**src/rtl/prog_fir_pkg.sv**
```systemverilog
// Shared defaults, state encoding and request-bit position for the FIR coefficient loader.
package prog_fir_pkg;

  localparam int N_TAPS_DEF = 20;
  localparam int TAP_W_DEF  = 5;
  localparam int CHAN_W_DEF = 8;
  localparam int COEF_W_DEF = 18;
  localparam int RD_LAT_DEF = 2;
  localparam int REQ_BIT    = 31;

  typedef enum logic [1:0] {
    IDLE  = 2'd0,
    ISSUE = 2'd1,
    DRAIN = 2'd2
  } load_state_e;

endpackage

```
**src/rtl/prog_fir_tap_pipe.sv**
```systemverilog
// RD_LAT-deep {valid, tap} shift register that tracks staging reads in flight.
// Latency RD_LAT cycles from in_* to out_*; no backpressure, shifts every cycle.
module prog_fir_tap_pipe #(
  parameter int RD_LAT = 2,
  parameter int TAP_W  = 5
) (
  input  logic             clk,
  input  logic             rst,
  input  logic             in_vld,
  input  logic [TAP_W-1:0] in_tap,
  output logic             out_vld,
  output logic [TAP_W-1:0] out_tap,
  output logic             any_vld
);

  logic [RD_LAT-1:0]            vld_q, vld_d;
  logic [RD_LAT-1:0][TAP_W-1:0] tap_q, tap_d;

  always_comb begin
    vld_d    = vld_q;
    tap_d    = tap_q;
    vld_d[0] = in_vld;
    tap_d[0] = in_tap;
    for (int i = 1; i < RD_LAT; i++) begin
      vld_d[i] = vld_q[i-1];
      tap_d[i] = tap_q[i-1];
    end
  end

  always_ff @(posedge clk) begin
    if (rst) begin
      vld_q <= '0;
      tap_q <= '0;
    end else begin
      vld_q <= vld_d;
      tap_q <= tap_d;
    end
  end

  assign out_vld = vld_q[RD_LAT-1];
  assign out_tap = tap_q[RD_LAT-1];
  assign any_vld = |vld_q;

endmodule

```
**src/rtl/prog_fir_coeff_loader.sv**
```systemverilog
// Copies one channel of staging-BRAM coefficients into the FIR coefficient RAM on a load_chan[31] edge.
// Latency: first write RD_LAT+2 cycles after the request edge; no backpressure, requests while busy are dropped.
module prog_fir_coeff_loader
  import prog_fir_pkg::*;
#(
  parameter int N_TAPS = N_TAPS_DEF,
  parameter int TAP_W  = TAP_W_DEF,
  parameter int CHAN_W = CHAN_W_DEF,
  parameter int COEF_W = COEF_W_DEF,
  parameter int RD_LAT = RD_LAT_DEF
) (
  input  logic                    user_clk,
  input  logic                    user_rst,
  input  logic [31:0]             load_chan,
  output logic [TAP_W-1:0]        stage_addr,
  input  logic [COEF_W-1:0]       stage_data,
  output logic                    coef_we,
  output logic [CHAN_W+TAP_W-1:0] coef_addr,
  output logic [COEF_W-1:0]       coef_data,
  output logic                    busy,
  output logic                    done,
  output logic [15:0]             done_count,
  output logic                    overrun
);

  localparam int DRN_W = (RD_LAT < 2) ? 1 : $clog2(RD_LAT + 1);

  load_state_e state_q, state_d;

  logic                    prev_q, prev_d;
  logic [CHAN_W-1:0]       chan_q, chan_d;
  logic [TAP_W-1:0]        stage_addr_q, stage_addr_d;
  logic                    issue_vld_q, issue_vld_d;
  logic [DRN_W-1:0]        drain_cnt_q, drain_cnt_d;
  logic                    coef_we_q, coef_we_d;
  logic [CHAN_W+TAP_W-1:0] coef_addr_q, coef_addr_d;
  logic [COEF_W-1:0]       coef_data_q, coef_data_d;
  logic                    done_q, done_d;
  logic [15:0]             done_count_q, done_count_d;
  logic                    overrun_q, overrun_d;

  logic             req_edge;
  logic             busy_int;
  logic             accept;
  logic             last_tap;
  logic             drain_last;
  logic             head_vld;
  logic [TAP_W-1:0] head_tap;
  logic             pipe_any;
  logic             unused_load_bits;

  assign unused_load_bits = ^load_chan[REQ_BIT-1:CHAN_W];

  // stage_addr_q is a live read only while issue_vld_q is set; the pipe starts from that registered pair
  prog_fir_tap_pipe #(
    .RD_LAT (RD_LAT),
    .TAP_W  (TAP_W)
  ) u_tap_pipe (
    .clk     (user_clk),
    .rst     (user_rst),
    .in_vld  (issue_vld_q),
    .in_tap  (stage_addr_q),
    .out_vld (head_vld),
    .out_tap (head_tap),
    .any_vld (pipe_any)
  );

  assign req_edge   = load_chan[REQ_BIT] && !prev_q;
  // the write register is the final stage of the load, so busy spans the done cycle
  assign busy_int   = (state_q != IDLE) || pipe_any || coef_we_q;
  assign accept     = req_edge && !busy_int;
  assign last_tap   = (stage_addr_q == TAP_W'(N_TAPS - 1));
  assign drain_last = (drain_cnt_q == DRN_W'(RD_LAT - 1));

  always_ff @(posedge user_clk) begin
    if (user_rst) begin
      state_q <= IDLE;
    end else begin
      state_q <= state_d;
    end
  end

  always_comb begin
    state_d = state_q;
    unique case (state_q)
      IDLE:    if (accept)     state_d = ISSUE;
      ISSUE:   if (last_tap)   state_d = DRAIN;
      DRAIN:   if (drain_last) state_d = IDLE;
      default:                 state_d = IDLE;
    endcase
  end

  always_comb begin
    prev_d       = load_chan[REQ_BIT];
    chan_d       = chan_q;
    stage_addr_d = stage_addr_q;
    issue_vld_d  = 1'b0;
    drain_cnt_d  = '0;
    unique case (state_q)
      IDLE: begin
        if (accept) begin
          chan_d       = load_chan[CHAN_W-1:0];
          stage_addr_d = '0;
          issue_vld_d  = 1'b1;
        end
      end
      ISSUE: begin
        if (!last_tap) begin
          stage_addr_d = stage_addr_q + TAP_W'(1);
          issue_vld_d  = 1'b1;
        end
      end
      DRAIN:   drain_cnt_d = drain_cnt_q + DRN_W'(1);
      default: ;
    endcase

    coef_we_d    = head_vld;
    coef_addr_d  = head_vld ? {chan_q, head_tap} : coef_addr_q;
    coef_data_d  = head_vld ? stage_data : coef_data_q;
    done_d       = head_vld && (head_tap == TAP_W'(N_TAPS - 1));
    done_count_d = done_d ? done_count_q + 16'd1 : done_count_q;
    overrun_d    = overrun_q || (req_edge && busy_int);
  end

  always_ff @(posedge user_clk) begin
    if (user_rst) begin
      prev_q       <= 1'b1;
      chan_q       <= '0;
      stage_addr_q <= '0;
      issue_vld_q  <= 1'b0;
      drain_cnt_q  <= '0;
      coef_we_q    <= 1'b0;
      coef_addr_q  <= '0;
      coef_data_q  <= '0;
      done_q       <= 1'b0;
      done_count_q <= '0;
      overrun_q    <= 1'b0;
    end else begin
      prev_q       <= prev_d;
      chan_q       <= chan_d;
      stage_addr_q <= stage_addr_d;
      issue_vld_q  <= issue_vld_d;
      drain_cnt_q  <= drain_cnt_d;
      coef_we_q    <= coef_we_d;
      coef_addr_q  <= coef_addr_d;
      coef_data_q  <= coef_data_d;
      done_q       <= done_d;
      done_count_q <= done_count_d;
      overrun_q    <= overrun_d;
    end
  end

  assign stage_addr = stage_addr_q;
  assign coef_we    = coef_we_q;
  assign coef_addr  = coef_addr_q;
  assign coef_data  = coef_data_q;
  assign busy       = busy_int;
  assign done       = done_q;
  assign done_count = done_count_q;
  assign overrun    = overrun_q;

endmodule

```
**config.mk**
```make
export PLATFORM = sky130hd
export DESIGN_NAME = prog_fir_coeff_loader
export DESIGN_NICKNAME = d
export VERILOG_FILES = /design/src/rtl/prog_fir_pkg.sv /design/src/rtl/prog_fir_tap_pipe.sv /design/src/rtl/prog_fir_coeff_loader.sv
export SDC_FILE = /design/constraint.sdc
export NUM_CORES = 1
export LEC_CHECK = 0
export BUFFER_PORTS_ARGS = -buffer_cell sky130_fd_sc_hd__buf_2
export CELL_PAD_IN_SITES_DETAIL_PLACEMENT = 0
export CELL_PAD_IN_SITES_GLOBAL_PLACEMENT = 1
export CORE_ASPECT_RATIO = 1.1
export CORE_UTILIZATION = 39
export CTS_CLUSTER_DIAMETER = 80
export CTS_CLUSTER_SIZE = 16
export DETAILED_ROUTE_END_ITERATION = 8
export PLACE_DENSITY = 0.85
export SYNTH_ARGS = -nofsm -noshare
export SYNTH_HDL_FRONTEND = slang
export SYNTH_SLANG_ARGS = --single-unit
```
**constraint.sdc**
```tcl
create_clock -name user_clk -period 4.5 [get_ports user_clk]
set_clock_uncertainty 0.1 [all_clocks]
set_input_delay 0.675 -clock user_clk [delete_from_list [all_inputs] [get_ports user_clk]]
set_output_delay 0.675 -clock user_clk [all_outputs]
set_load 0.05 [all_outputs]
```
## After elaboration in Yosys (flattened, before gate mapping)

Cells that the tools add are included.

| word-level totals | value |
|---|---|
| output and inout port bits | 56 |
| flip-flop bits (word level) | 81 |
| logic and storage cells | 55 |
| input port bits | 52 |

| operators by class | value |
|---|---|
| add/subtract/negate cells | 3 |
| bitwise logic cells | 1 |
| equality and inequality tests | 9 |
| reduce and logical (&&, ||, !) cells | 17 |
| multiplexer cells | 10 |

Operators by type and width:

| kind | number |
|---|---|
| $add A16 B1 Y16 const B | 1 |
| $eq A5 B5 Y1 const B | 2 |
| $mux W5 | 2 |
| $pmux W5 S2 | 1 |
| $ne A2 B2 Y1 const B | 4 |
| $mux W2 | 3 |
| $pmux W2 S3 | 1 |
| $reduce_and A3 Y1 | 2 |
| $add A5 B1 Y5 const B | 1 |
| $eq A2 B1 Y1 const B | 2 |
| $logic_and A1 B1 Y1 | 4 |
| $reduce_bool A2 Y1 | 2 |
| $reduce_or A2 Y1 | 2 |
| $logic_or A1 B1 Y1 | 3 |
| $add A2 B1 Y2 const B | 1 |
| $eq A2 B2 Y1 const B | 1 |
| $logic_not A1 Y1 | 2 |
| $logic_not A2 Y1 | 1 |
| $mux W1 | 2 |
| $pmux W1 S2 | 1 |
| $reduce_and A2 Y1 | 1 |
| $not A1 Y1 | 1 |

## Logic depth before layout (Yosys ltp)

Gate-level depths: netlist of run 1.

| depth | value |
|---|---|
| depth in word-level cells | 7 |
| mapped depth | 6 |
| depth with buffers taken out | 5 |

## Cells and area by module

From an unflattened synthesis of run 1, not the netlist that was laid out.

| unflattened totals | value |
|---|---|
| cell total of the unflattened synthesis | 314 |
| area total of the unflattened synthesis | 3067.9 um^2 |

Modules (own cells, without submodules):

| module | times used | seq. area each (um^2) | area each (um^2) | cells each |
|---|---|---|---|---|
| prog_fir_coeff_loader | 1 | 1381.3 | 2695.1 | 288 |
| prog_fir_tap_pipe | 1 | 240.2 | 372.9 | 26 |

## Least setup slack after synthesis of run 1

Ideal clock, no wire load.

| timing | value |
|---|---|
| path type | reg2reg |
| start point | reg done_count_q[2] (netlist: done_count[2]) |
| end point | reg done_count_q[15] (netlist: done_count[15]) |
| cell stages (with the launch flop) | 6 |
| arrival | 1.927 ns |
| slack | 2.402 ns |
| data required time | 4.330 ns |
| library setup time | 0.070 ns |
| period minus slack after synthesis | 2.098 ns |
| path buffers | 1 |
| cell sequence | dfxtp_1 > and4_4 > nand4_4 > buf_6 > or4_1 > a21oi_1 |

| between the ends | value |
|---|---|
| cells in the longest elaborated chain, start to end | 1 |

Ends and longest elaborated chain:

| what | line | source |
|---|---|---|
| start: declaration | prog_fir_coeff_loader.sv:39 | `logic [15:0] done_count_q, done_count_d;` |
| start signal: assignment | prog_fir_coeff_loader.sv:148 | `done_count_q <= done_count_d;` |
| $add A16 B1 Y16 | prog_fir_coeff_loader.sv:121 | `done_count_d = done_d ? done_count_q + 16'd1 : done_count_q;` |

Every way passes these cells.
A chain may end at the register's enable or synchronous reset.

## Worst setup path in the final report of run 1

| timing | value |
|---|---|
| start point | reg u_tap_pipe.vld_q[1] |
| end point | reg done_count_q[15] (netlist: done_count[15]) |

| between the ends | value |
|---|---|
| cells in the longest elaborated chain, start to end | 1 |

Ends and longest elaborated chain:

| what | line | source |
|---|---|---|
| start: declaration | prog_fir_tap_pipe.sv:16 | `logic [RD_LAT-1:0] vld_q, vld_d;` |
| start signal: assignment | prog_fir_tap_pipe.sv:35 | `vld_q <= vld_d;` |
| $logic_and A1 B1 Y1 | prog_fir_coeff_loader.sv:120 | `done_d = head_vld && (head_tap == TAP_W'(N_TAPS - 1));` |

Every way passes these cells.

==> results of run 1 <==
[report_power, final]
part | internal, uW | total, uW | switching (uW)
registers | 725 | 731 | 6.00
clock network | 230 | 476 | 246
logic | 26.2 | 73.5 | 47.3
total | 981 | 1280 | 299
[final cells by class]
| type | count | area [um^2] |
|---|---|---|
| clock buffer | 12 | 155 |
| clock inverter | 4 | 27.5 |
| fill | 770 | 3820 |
| inverter | 3 | 11.3 |
| multi-input combinational | 202 | 1310 |
| sequential | 81 | 1620 |
| tap | 105 | 131 |
| timing repair buffer | 87 | 443 |
[worst max path at each step]
stage	start	slack, ns	cells after the start	to
after floorplan	done_count[2]	2.40	5	done_count[15]
after global placement	load_chan[31]	2.28	5	stage_addr[3]
after detailed placement	load_chan[31]	2.26	5	stage_addr[4]
after CTS	u_tap_pipe.vld_q[1]	2.33	5	done_count[13]
after global routing	u_tap_pipe.vld_q[1]	2.17	5	done_count[11]
final	u_tap_pipe.vld_q[1]	2.34	5	done_count[15]
[through the flow]
stage               instances  power [uW]  cell area [um^2]
floorplan                 307         800              3050
CTS                       494        1300              3700
global placement          478         821              3510
detailed placement        478         823              3510
finish                    494        1280              3700
global route              494        1340              3700
[worst max-delay path, cell delays in order, from the launching register on]
cell and delay (ns):
dfxtp_2 0.35, buf_4 0.47, and4_1 0.37, nand2_2 0.13
or4_1 0.52, a21oi_1 0.14
[cell families (layout without fill, tap and decap cells)]
group | after synthesis | after routing | share of synthesized area (%)
xor gates and xnor gates | 7 | 7 | 2.01
buffers and inverters | 24 | 106 | 4.10
DFF | 81 | 81 | 53.1
AOI/OAI and AO/OA | 29 | 29 | 5.70
and+or+nand+nor | 125 | 125 | 21.4
adders and majority gates | 3 | 3 | 1.23
muxes | 38 | 38 | 12.5
[state kept, by name, indices dropped and copies added, names as in the netlist, 2 cells and up]
signal	cells
drain_cnt_q	2
u_tap_pipe.tap_d	5
u_tap_pipe.vld_q	2
u_tap_pipe.out_tap	5
state_q	2
done_count	16
chan_q	8
coef_addr	13
coef_data	18
stage_addr	5
[metal layers]
layer / track usage (%) / vias to the layer above / wire (um)
li1: - / 1203 / -
met4: 7.22 / 0 / 118
met2: 25.9 / 52 / 2800
met5: 0 / - / 0
met3: 3.50 / 10 / 223
met1: 16.6 / 1076 / 2650
[layout by cell type, fill, tap and decap left out, types with 2 or more instances in the layout]
cell type   Yosys  layout
nor4bb_1        2       2
and4_1          2       2
nand3b_1        2       2
or4_1           6       6
ha_1            3       3
a311oi_1        2       2
buf_4           6       3
o31ai_1         6       6
nand2_2         2       2
nor2b_1        14      14
clkinvlp_4      0       3
mux2i_1        38      38
nand2b_1        2       2
xor2_1          6       6
a21oi_1        15      15
or3_1           3       3
nand2_1        10      10
clkbuf_8        0      11
nand3_1         8       8
nor2_1         57      57
buf_2           4      84
nor3_1          5       5
inv_1           3       3
dfxtp_1        81      80
o21ai_0         3       3
nand4_1         3       3
==> run metrics, run 1 <==
status finished clean; detailed-route vias per instance about 4.7; Post-CTS Hold Fix Bufs 0; post-CTS setup buffer count 0; Hold/Removal Path Class reg2reg; fin worst setup slack about 2.3 ns; syn_nets around 360; Synth top area share between 50% and 60%; Synth Instances between 300 and 400; total track usage between 10% and 20%; Yosys top cell by area dfxtp_1; Top Ports about 110; arrival time of the worst setup path around 2.3 ns; startpoint types flip-flop; synth warn 0; grt ovf 0; Commonest cells post-synth dfxtp_1, nor2_1, mux2i_1; worst r2r dst done_count[15]; Relative slew margins a little under 60%; share of cells above drive strength 1 28.3%; num rows 33; endpoints failing setup 0; number of global-route vias before repair around 2,200; CTS Buf Count 9; Pwr per Cell Area roughly 350 mW/mm^2; Hold Path Sink drain_cnt_q[0]; critical path class reg2reg; IO Port Bufs 84; CTS tree built; DPL Wire Length 4000 um; main area contributors after synthesis dfxtp_1, mux2i_1, nor2_1; Max IR drop VDD approximately 0.14 mV; critical path fanouts, max 34; die width about 86 um; number of H-tree levels 3; RR Startpoint u_tap_pipe.vld_q[1]; area of the core 0.00751 mm^2; nets@finish roughly 440; r2r setup slk 2.34 ns; hold path startpoint drain_cnt_q[0]; iteration count of the initial detailed-routing pass 4; Die ar. 0.00819 mm^2; Post-synth EDFFs 0; Final Hold Vio Count 0; sequential element share of the synthesized area 53.1%; Hold Slack ~0.33 ns; clock sink total 81; Reg2Reg Depth 5; Slew @ Worst Pin ~0.63 ns; Static Leak 0.00159 uW; count leader, synth dfxtp_1; post-route ant nets 0; drt total wl 5790 um; CTS clk-pin slew, worst paths 0.08 ns; initial antenna violation count 0; required time of the critical path around 4.7 ns; Iteration-0 DRC Markers 57; worst hold path cell count 1; top_reg_cell synth dfxtp_1; CP endpoint kind flip-flop; GPL Wtd Cong 0.734; Area Growth Syn to Fin 21.1%; Setup TNS Final 0 ns; first-pass GRT wire length between 9000 and 10,000 um; clock root buffer master clkbuf_8; Synth Cell Area slightly above 0.003 mm^2; post-CTS sizing 0; DRC 0; Peak Freq 0.462 GHz; diode count 0; Period minus WS final around 2.2 ns; max-slew violations 0; unrepaired setup endpoints after global routing no; ys async rst share 0%; Initial Util between 40% and 50%; Avg Cell Area, Syn just under 10 um^2; Yosys reg bits slightly above 80; via count about 2,300; Max Cap Viol 0; final core utilization a little under 50%; clk_lat worst skew between 0.3 and 0.4 ns; CTS Buffer Depth 2; Synth cell types 40; Die H 94.8 um; pre-CTS setup slack between 2 and 2.5 ns; crit share post-route around 48%; Avg WL per Cell 11.7 um; largest net degree at the start of global routing 45
Note: power is estimated with default switching activity, not from simulation.
==> inputs of run 2 (changes only) <==
--- a/config.mk
+++ b/config.mk
@@ -9,11 +9,11 @@
 export CELL_PAD_IN_SITES_DETAIL_PLACEMENT = 0
 export CELL_PAD_IN_SITES_GLOBAL_PLACEMENT = 1
 export CORE_ASPECT_RATIO = 1.1
-export CORE_UTILIZATION = 39
+export CORE_UTILIZATION = 33
 export CTS_CLUSTER_DIAMETER = 80
 export CTS_CLUSTER_SIZE = 16
 export DETAILED_ROUTE_END_ITERATION = 8
-export PLACE_DENSITY = 0.85
+export PLACE_DENSITY = 0.77
 export SYNTH_ARGS = -nofsm -noshare
 export SYNTH_HDL_FRONTEND = slang
 export SYNTH_SLANG_ARGS = --single-unit
==> constraint.sdc (replaced) <==
create_clock -name user_clk -period 1.8 [get_ports user_clk]
set_clock_uncertainty 0.1 [all_clocks]
set_input_delay 0.27 -clock user_clk [delete_from_list [all_inputs] [get_ports user_clk]]
set_output_delay 0.27 -clock user_clk [all_outputs]
set_load 0.05 [all_outputs]
==> run metrics, run 2 (same netlist as run 1, synthesis figures left out) <==
Die H 103 um (was 94.8 um); CTS tree built (unchanged); first-pass GRT wire length 9880 um (was 9450 um); Top Ports 108 (unchanged); Slew @ Worst Pin 0.425 ns (was 0.627 ns); CP endpoint kind flip-flop (unchanged); crit share post-route 96.0% (was 48.1%); Setup TNS Final 0 ns (unchanged); endpoints failing setup 0 (unchanged); total track usage 13.2% (was 14.7%); critical path fanouts, max 8 (was 34); Initial Util 34.2% (was 40.6%); number of H-tree levels 3 (unchanged); Die ar. 0.00964 mm^2 (was 0.00819 mm^2); Largest register FFs 18 (unchanged); fin worst setup slack 0.0714 ns (was 2.34 ns); most common library cell in the layout ignoring fill and taps buf_2 (unchanged); clock sink total 81 (unchanged); CTS clk-pin slew, worst paths 0.08 ns (about the same); unrepaired setup endpoints after global routing yes (was no); required time of the critical path 1.97 ns (was 4.67 ns); via count 2,366 (was 2,341); Max IR drop VDD 0.298 mV (was 0.141 mV); Period minus WS final 1.73 ns (was 2.16 ns); CP delay by family, top simple AND/OR/NAND/NOR gates (unchanged); Post-CTS Hold Fix Bufs 0 (unchanged); Peak Freq 0.579 GHz (was 0.462 GHz); DRC 0 (unchanged); CTS Buf Count 9 (unchanged); status finished clean (unchanged); max-slew violations 0 (unchanged); Pwr per Cell Area 907 mW/mm^2 (was 346 mW/mm^2); drt total wl 6110 um (was 5790 um); hold path startpoint load_chan[31] (was drain_cnt_q[0]); critical path class reg2reg (unchanged); DPL Wire Length 4310 um (was 4000 um); most frequent cells in the layout buf_2, dfxtp_1, nor2_1 (unchanged); die width 93.7 um (was 86.4 um); iteration count of the initial detailed-routing pass 4 (unchanged); largest net degree at the start of global routing 43 (was 45); Hold Path Sink prev_q (was drain_cnt_q[0]); post-route ant nets 0 (unchanged); CP bufs+invs 1 (unchanged); Hold/Removal Path Class in2reg (was reg2reg); worst r2r dst done_count[13] (was done_count[15]); IO Port Bufs 84 (unchanged); worst hold path cell count 2 (was 1); diode count 0 (unchanged); cells along the critical path nor4bb_2 > buf_4 > nand2_2 > or4_1 > a21oi_1 (was buf_4 > and4_1 > nand2_2 > or4_1 > a21oi_1); grt ovf 0 (unchanged); final core utilization 43.0% (was 49.2%); slowest CP cell or4_1 (unchanged); detailed-route vias per instance 4.64 (was 4.74); Iteration-0 DRC Markers 43 (was 57); pre-CTS setup slack 0.0407 ns (was 2.26 ns); arrival time of the worst setup path 1.90 ns (was 2.33 ns); share of cells above drive strength 1 31.3% (was 28.3%); RR Startpoint u_tap_pipe.out_tap[4] (was u_tap_pipe.vld_q[1]); Area Growth Syn to Fin 25.6% (was 21.1%); Relative slew margins 71.7% (was 58.2%); crit-path max cell delay 0.51 ns (was 0.52 ns); initial antenna violation count 0 (unchanged); number of global-route vias before repair 2,239 (was 2,171); CTS Buffer Depth 2 (unchanged); Reg2Reg Depth 5 (unchanged); Max Cap Viol 0 (unchanged); clk_lat worst skew 0.34 ns (about the same); r2r setup slk 0.07 ns (was 2.34 ns); GPL Wtd Cong 0.765 (was 0.734); Avg WL per Cell 12.0 um (was 11.7 um); num rows 36 (was 33); Final Hold Vio Count 0 (unchanged); startpoint types flip-flop (unchanged); clock root buffer master clkbuf_8 (unchanged); area of the core 0.00892 mm^2 (was 0.00751 mm^2); Static Leak 0.00165 uW (was 0.00159 uW); nets@finish 446 (was 439)
==> run 2: changes by cell type in the layout (fill, tap and decap cells not counted), moves of 3 or more <==
cell / change
buf_4: +7
dfxtp_1: -6
dfxtp_2: +6
clkinvlp_4: -3
==> run 2: routing by layer <==
metal	share of wire (%)	global-route usage (%)
met1	44	14.7
met2	49	23.5
met3	5.6	4.06
met4	1.4	5.68
met5	0	0
==> run 2: area by class of cell <==
cell class	count	area (um^2)
Clock buffer	14	163
Clock inverter	2	60.1
Fill cell	891	5080
Inverter	3	11.3
Multi-Input combinational cell	202	1330
Sequential cell	81	1630
Tap cell	114	143
Timing Repair Buffer	94	495
==> run 2: worst max-delay path by stage <==
stage	start	to	slack [ns]	cells past startpoint
after global routing	u_tap_pipe.out_tap[4]	done_count[14]	-0.09	5
after floorplan	done_count[2]	done_count[15]	-0.06	5
final	u_tap_pipe.out_tap[4]	done_count[13]	0.07	5
after CTS	u_tap_pipe.out_tap[4]	done_count[14]	0.02	5
after global placement	u_tap_pipe.out_tap[4]	done_count[11]	0.04	5
after detailed placement	u_tap_pipe.out_tap[4]	done_count[14]	0.04	5
==> run 2: power by group <==
group          switching [uW]  internal, uW  total [uW]  leakage, uW
logic                     121          71.2         193     0.000885
registers                14.5          1810        1830     0.000657
clock network             597           860        1460     0.000111
==> run 2: per-stage QoR <==
stage / total power [uW] / area, um^2 / hold slack [ns] / instances
after floorplan: 2000 / 3060 / 0.277 / 307
final: 3480 / 3830 / 0.0594 / 510
after detailed placement: 2060 / 3580 / 0.315 / 493
after global routing: 3640 / 3830 / 0.0503 / 510
after CTS: 3540 / 3800 / 0.0392 / 509
after global placement: 2060 / 3580 / 0.305 / 493
==> run 2: worst register-to-register path: stages, from the launching register on <==
cell,delay (ns)
dfxtp_1,0.34
nor4bb_2,0.27
buf_4,0.18
nand2_2,0.11
or4_1,0.51
a21oi_1,0.15
==> run 2: what timing repair did <==
action | CTS | global route
hold endpoints to repair | 0 | 0
buffers inserted | 0 | 1
setup endpoints to repair | 0 | 12
resized for setup | 0 | 4
==> inputs of run 3 (changes only) <==
--- a/config.mk
+++ b/config.mk
@@ -5,15 +5,17 @@
 export SDC_FILE = /design/constraint.sdc
 export NUM_CORES = 1
 export LEC_CHECK = 0
+export ABC_AREA = 1
 export BUFFER_PORTS_ARGS = -buffer_cell sky130_fd_sc_hd__buf_2
 export CELL_PAD_IN_SITES_DETAIL_PLACEMENT = 0
 export CELL_PAD_IN_SITES_GLOBAL_PLACEMENT = 1
 export CORE_ASPECT_RATIO = 1.1
 export CORE_UTILIZATION = 33
+export CTS_BUF_LIST = sky130_fd_sc_hd__clkbuf_4 sky130_fd_sc_hd__clkbuf_8
 export CTS_CLUSTER_DIAMETER = 80
 export CTS_CLUSTER_SIZE = 16
 export DETAILED_ROUTE_END_ITERATION = 8
-export PLACE_DENSITY = 0.77
+export PLACE_DENSITY = 0.8
 export SYNTH_ARGS = -nofsm -noshare
 export SYNTH_HDL_FRONTEND = slang
 export SYNTH_SLANG_ARGS = --single-unit
==> run metrics, run 3 <==
most common library cell in the layout ignoring fill and taps nor2_1 (was buf_2); Initial Util 34.1% (was 34.2%); CTS clk-pin slew, worst paths 0.09 ns (was 0.08 ns); startpoint types flip-flop (unchanged); CTS tree built (unchanged); routed length on met2 3240 um (was 2980 um); number of global-route vias before repair 2,552 (was 2,239); Synth Cell Area 0.00320 mm^2 (was 0.00305 mm^2); DPL Wire Length 5020 um (was 4310 um); clock sink total 81 (unchanged); unrepaired setup endpoints after global routing no (was yes); Peak Freq 0.594 GHz (was 0.579 GHz); synth warn 0 (unchanged); count leader, synth nor2_1 (was dfxtp_1); required time of the critical path 1.43 ns (was 1.97 ns); clock root buffer master clkbuf_8 (unchanged); Commonest cells post-synth nor2_1, dfxtp_1, o21ai_0 (was dfxtp_1, nor2_1, mux2i_1); Iteration-0 DRC Markers 103 (was 43); sequential element share of the synthesized area 50.6% (was 53.1%); detailed-route vias per instance 4.51 (was 4.64); DRC 0 (unchanged); crit share post-route 93.6% (was 96.0%); status finished clean (unchanged); number of H-tree levels 3 (unchanged); die width 95.9 um (was 93.7 um); met3 WL 277 um (was 343 um); syn_nets 475 (was 362); Synth cell types 32 (was 40); Pwr per Cell Area 936 mW/mm^2 (was 907 mW/mm^2); Die ar. 0.0101 mm^2 (was 0.00964 mm^2); pre-CTS setup slack 0.299 ns (was 0.0407 ns); Hold/Removal Path Class in2reg (unchanged); fin worst setup slack 0.116 ns (was 0.0714 ns); share of cells above drive strength 1 24.2% (was 31.3%); Synth top area share 50.6% (was 53.1%); first-pass GRT wire length 11,800 um (was 9880 um); arrival time of the worst setup path 1.31 ns (was 1.90 ns); ys async rst share 0% (unchanged); Max IR drop VDD 0.475 mV (was 0.298 mV); main area contributors after synthesis dfxtp_1, nor2_1, o21ai_0 (was dfxtp_1, mux2i_1, nor2_1); Top Ports 108 (unchanged); Relative slew margins 74.3% (was 71.7%); Slew @ Worst Pin 0.385 ns (was 0.425 ns); critical path class reg2out (was reg2reg); top_reg_cell synth dfxtp_1 (unchanged); fin area 0.00399 mm^2 (was 0.00383 mm^2); drt total wl 7090 um (was 6110 um); Post-synth EDFFs 0 (unchanged); Period minus WS final 1.68 ns (was 1.73 ns); Avg WL per Cell 11.3 um (was 12.0 um); Area Growth Syn to Fin 24.5% (was 25.6%); r2r setup slk 0.28 ns (was 0.07 ns); Static Leak 0.00192 uW (was 0.00165 uW); CTS Buf Count 9 (unchanged); Final Hold Vio Count 0 (unchanged); via count 2,821 (was 2,366); num rows 37 (was 36); Synth Instances 420 (was 307); largest net degree at the start of global routing 44 (was 43); area of the core 0.00940 mm^2 (was 0.00892 mm^2); post-route ant nets 0 (unchanged); CP endpoint kind output port (was flip-flop); iteration count of the initial detailed-routing pass 4 (unchanged); Largest register FFs 18 (unchanged); DR top layer met4 (unchanged); CTS Buffer Depth 2 (unchanged); critical path fanouts, max 6 (was 8); nets@finish 558 (was 446); Placement Cell Area 0.00373 mm^2 (was 0.00358 mm^2); met1 WL 3460 um (was 2700 um); clk_lat worst skew 0.35 ns (was 0.34 ns); fillers 999 (was 891); GPL Wtd Cong 0.775 (was 0.765); Overall Power 3730 uW (was 3480 uW); endpoints failing setup 0 (unchanged); Die H 105 um (was 103 um); IO Port Bufs 84 (unchanged); Avg Cell Area, Syn 7.62 um^2 (was 9.94 um^2); Yosys reg bits 81 (unchanged); Yosys top cell by area dfxtp_1 (unchanged); most frequent cells in the layout nor2_1, buf_2, dfxtp_1 (was buf_2, dfxtp_1, nor2_1); Max Cap Viol 0 (unchanged); diode count 0 (unchanged); Setup TNS Final 0 ns (unchanged); initial antenna violation count 0 (unchanged); grt ovf 0 (unchanged); max-slew violations 0 (unchanged); total track usage 14.9% (was 13.2%)
## run 3: cell count changes in the layout (fill, tap and decap cells not counted), moves of 6 or more
cell,delta
dfxtp_1,+7
dfxtp_2,-7
inv_1,+42
mux2i_1,-38
nand2_1,+33
nand4_1,+10
nor2_1,+66
nor2b_1,-14
o21ai_0,+44
or4_1,-6
## run 3: path summary, 6_finish.rpt
path,startpoint,depth (start not counted),end
min reg2reg,u_tap_pipe.tap_d[8],2,u_tap_pipe.out_tap[3]
max reg2reg,state_q[0],7,stage_addr[3]
max,u_tap_pipe.vld_q[1],3,busy
min,stage_data[16],3,coef_data[16]
## run 3: logic make-up after synthesis
logic type | count (synthesis) | share of synthesized area (%)
simple gates | 204 | 28.6
flops | 81 | 50.6
buf+inv | 68 | 8.99
compound gates | 61 | 9.77
xor+xnor | 3 | 0.821
fa+ha+maj | 3 | 1.17
## run 3: stage by stage
step                      hold WS [ns]  instances  util (%)
after floorplan                  0.266        420         -
after global placement           0.289        608      39.7
after detailed placement         0.292        608      39.7
after CTS                       0.0275        625      42.4
after global routing            0.0311        625      42.4
final                           0.0397        625      42.4
## run 3: repair_timing
item                                    4_1_cts  5_1_grt
resized for setup                             0        1
endpoints found under the setup margin        0        2
hold buffers                                  1        0
endpoints found under the hold margin         1        0
buffers inserted                              0        0
## run 3: power by group
part	leakage, uW	switching [uW]	internal [uW]
combinational	0.00114	180	79.5
sequential	0.000655	20.0	1830
clock	0.000126	678	947
total	0.00192	879	2850
## run 3: cell type report
| cell class | count | area (um^2) | area share [%] |
|---|---|---|---|
| clock buffer | 10 | 131 | 3.30 |
| inverter | 48 | 181 | 4.55 |
| tap | 117 | 146 | 3.67 |
| sequential | 81 | 1620 | 40.7 |
| clock inverter | 6 | 115 | 2.89 |
| multi-input combinational | 271 | 1290 | 32.5 |
| timing repair buffer | 92 | 495 | 12.4 |
## run 3: worst max-delay path: stages (launching register included)
cell and delay (ns):
dfxtp_1 0.50, nor2_4 0.09, nand3_1 0.12, buf_2 0.27
## run 3: layer usage
metal  up-vias  track usage [%]
li1       1483                -
met2        72             23.8
met4         0             6.29
met3        11             2.96
met1      1255             19.4
met5         -                0
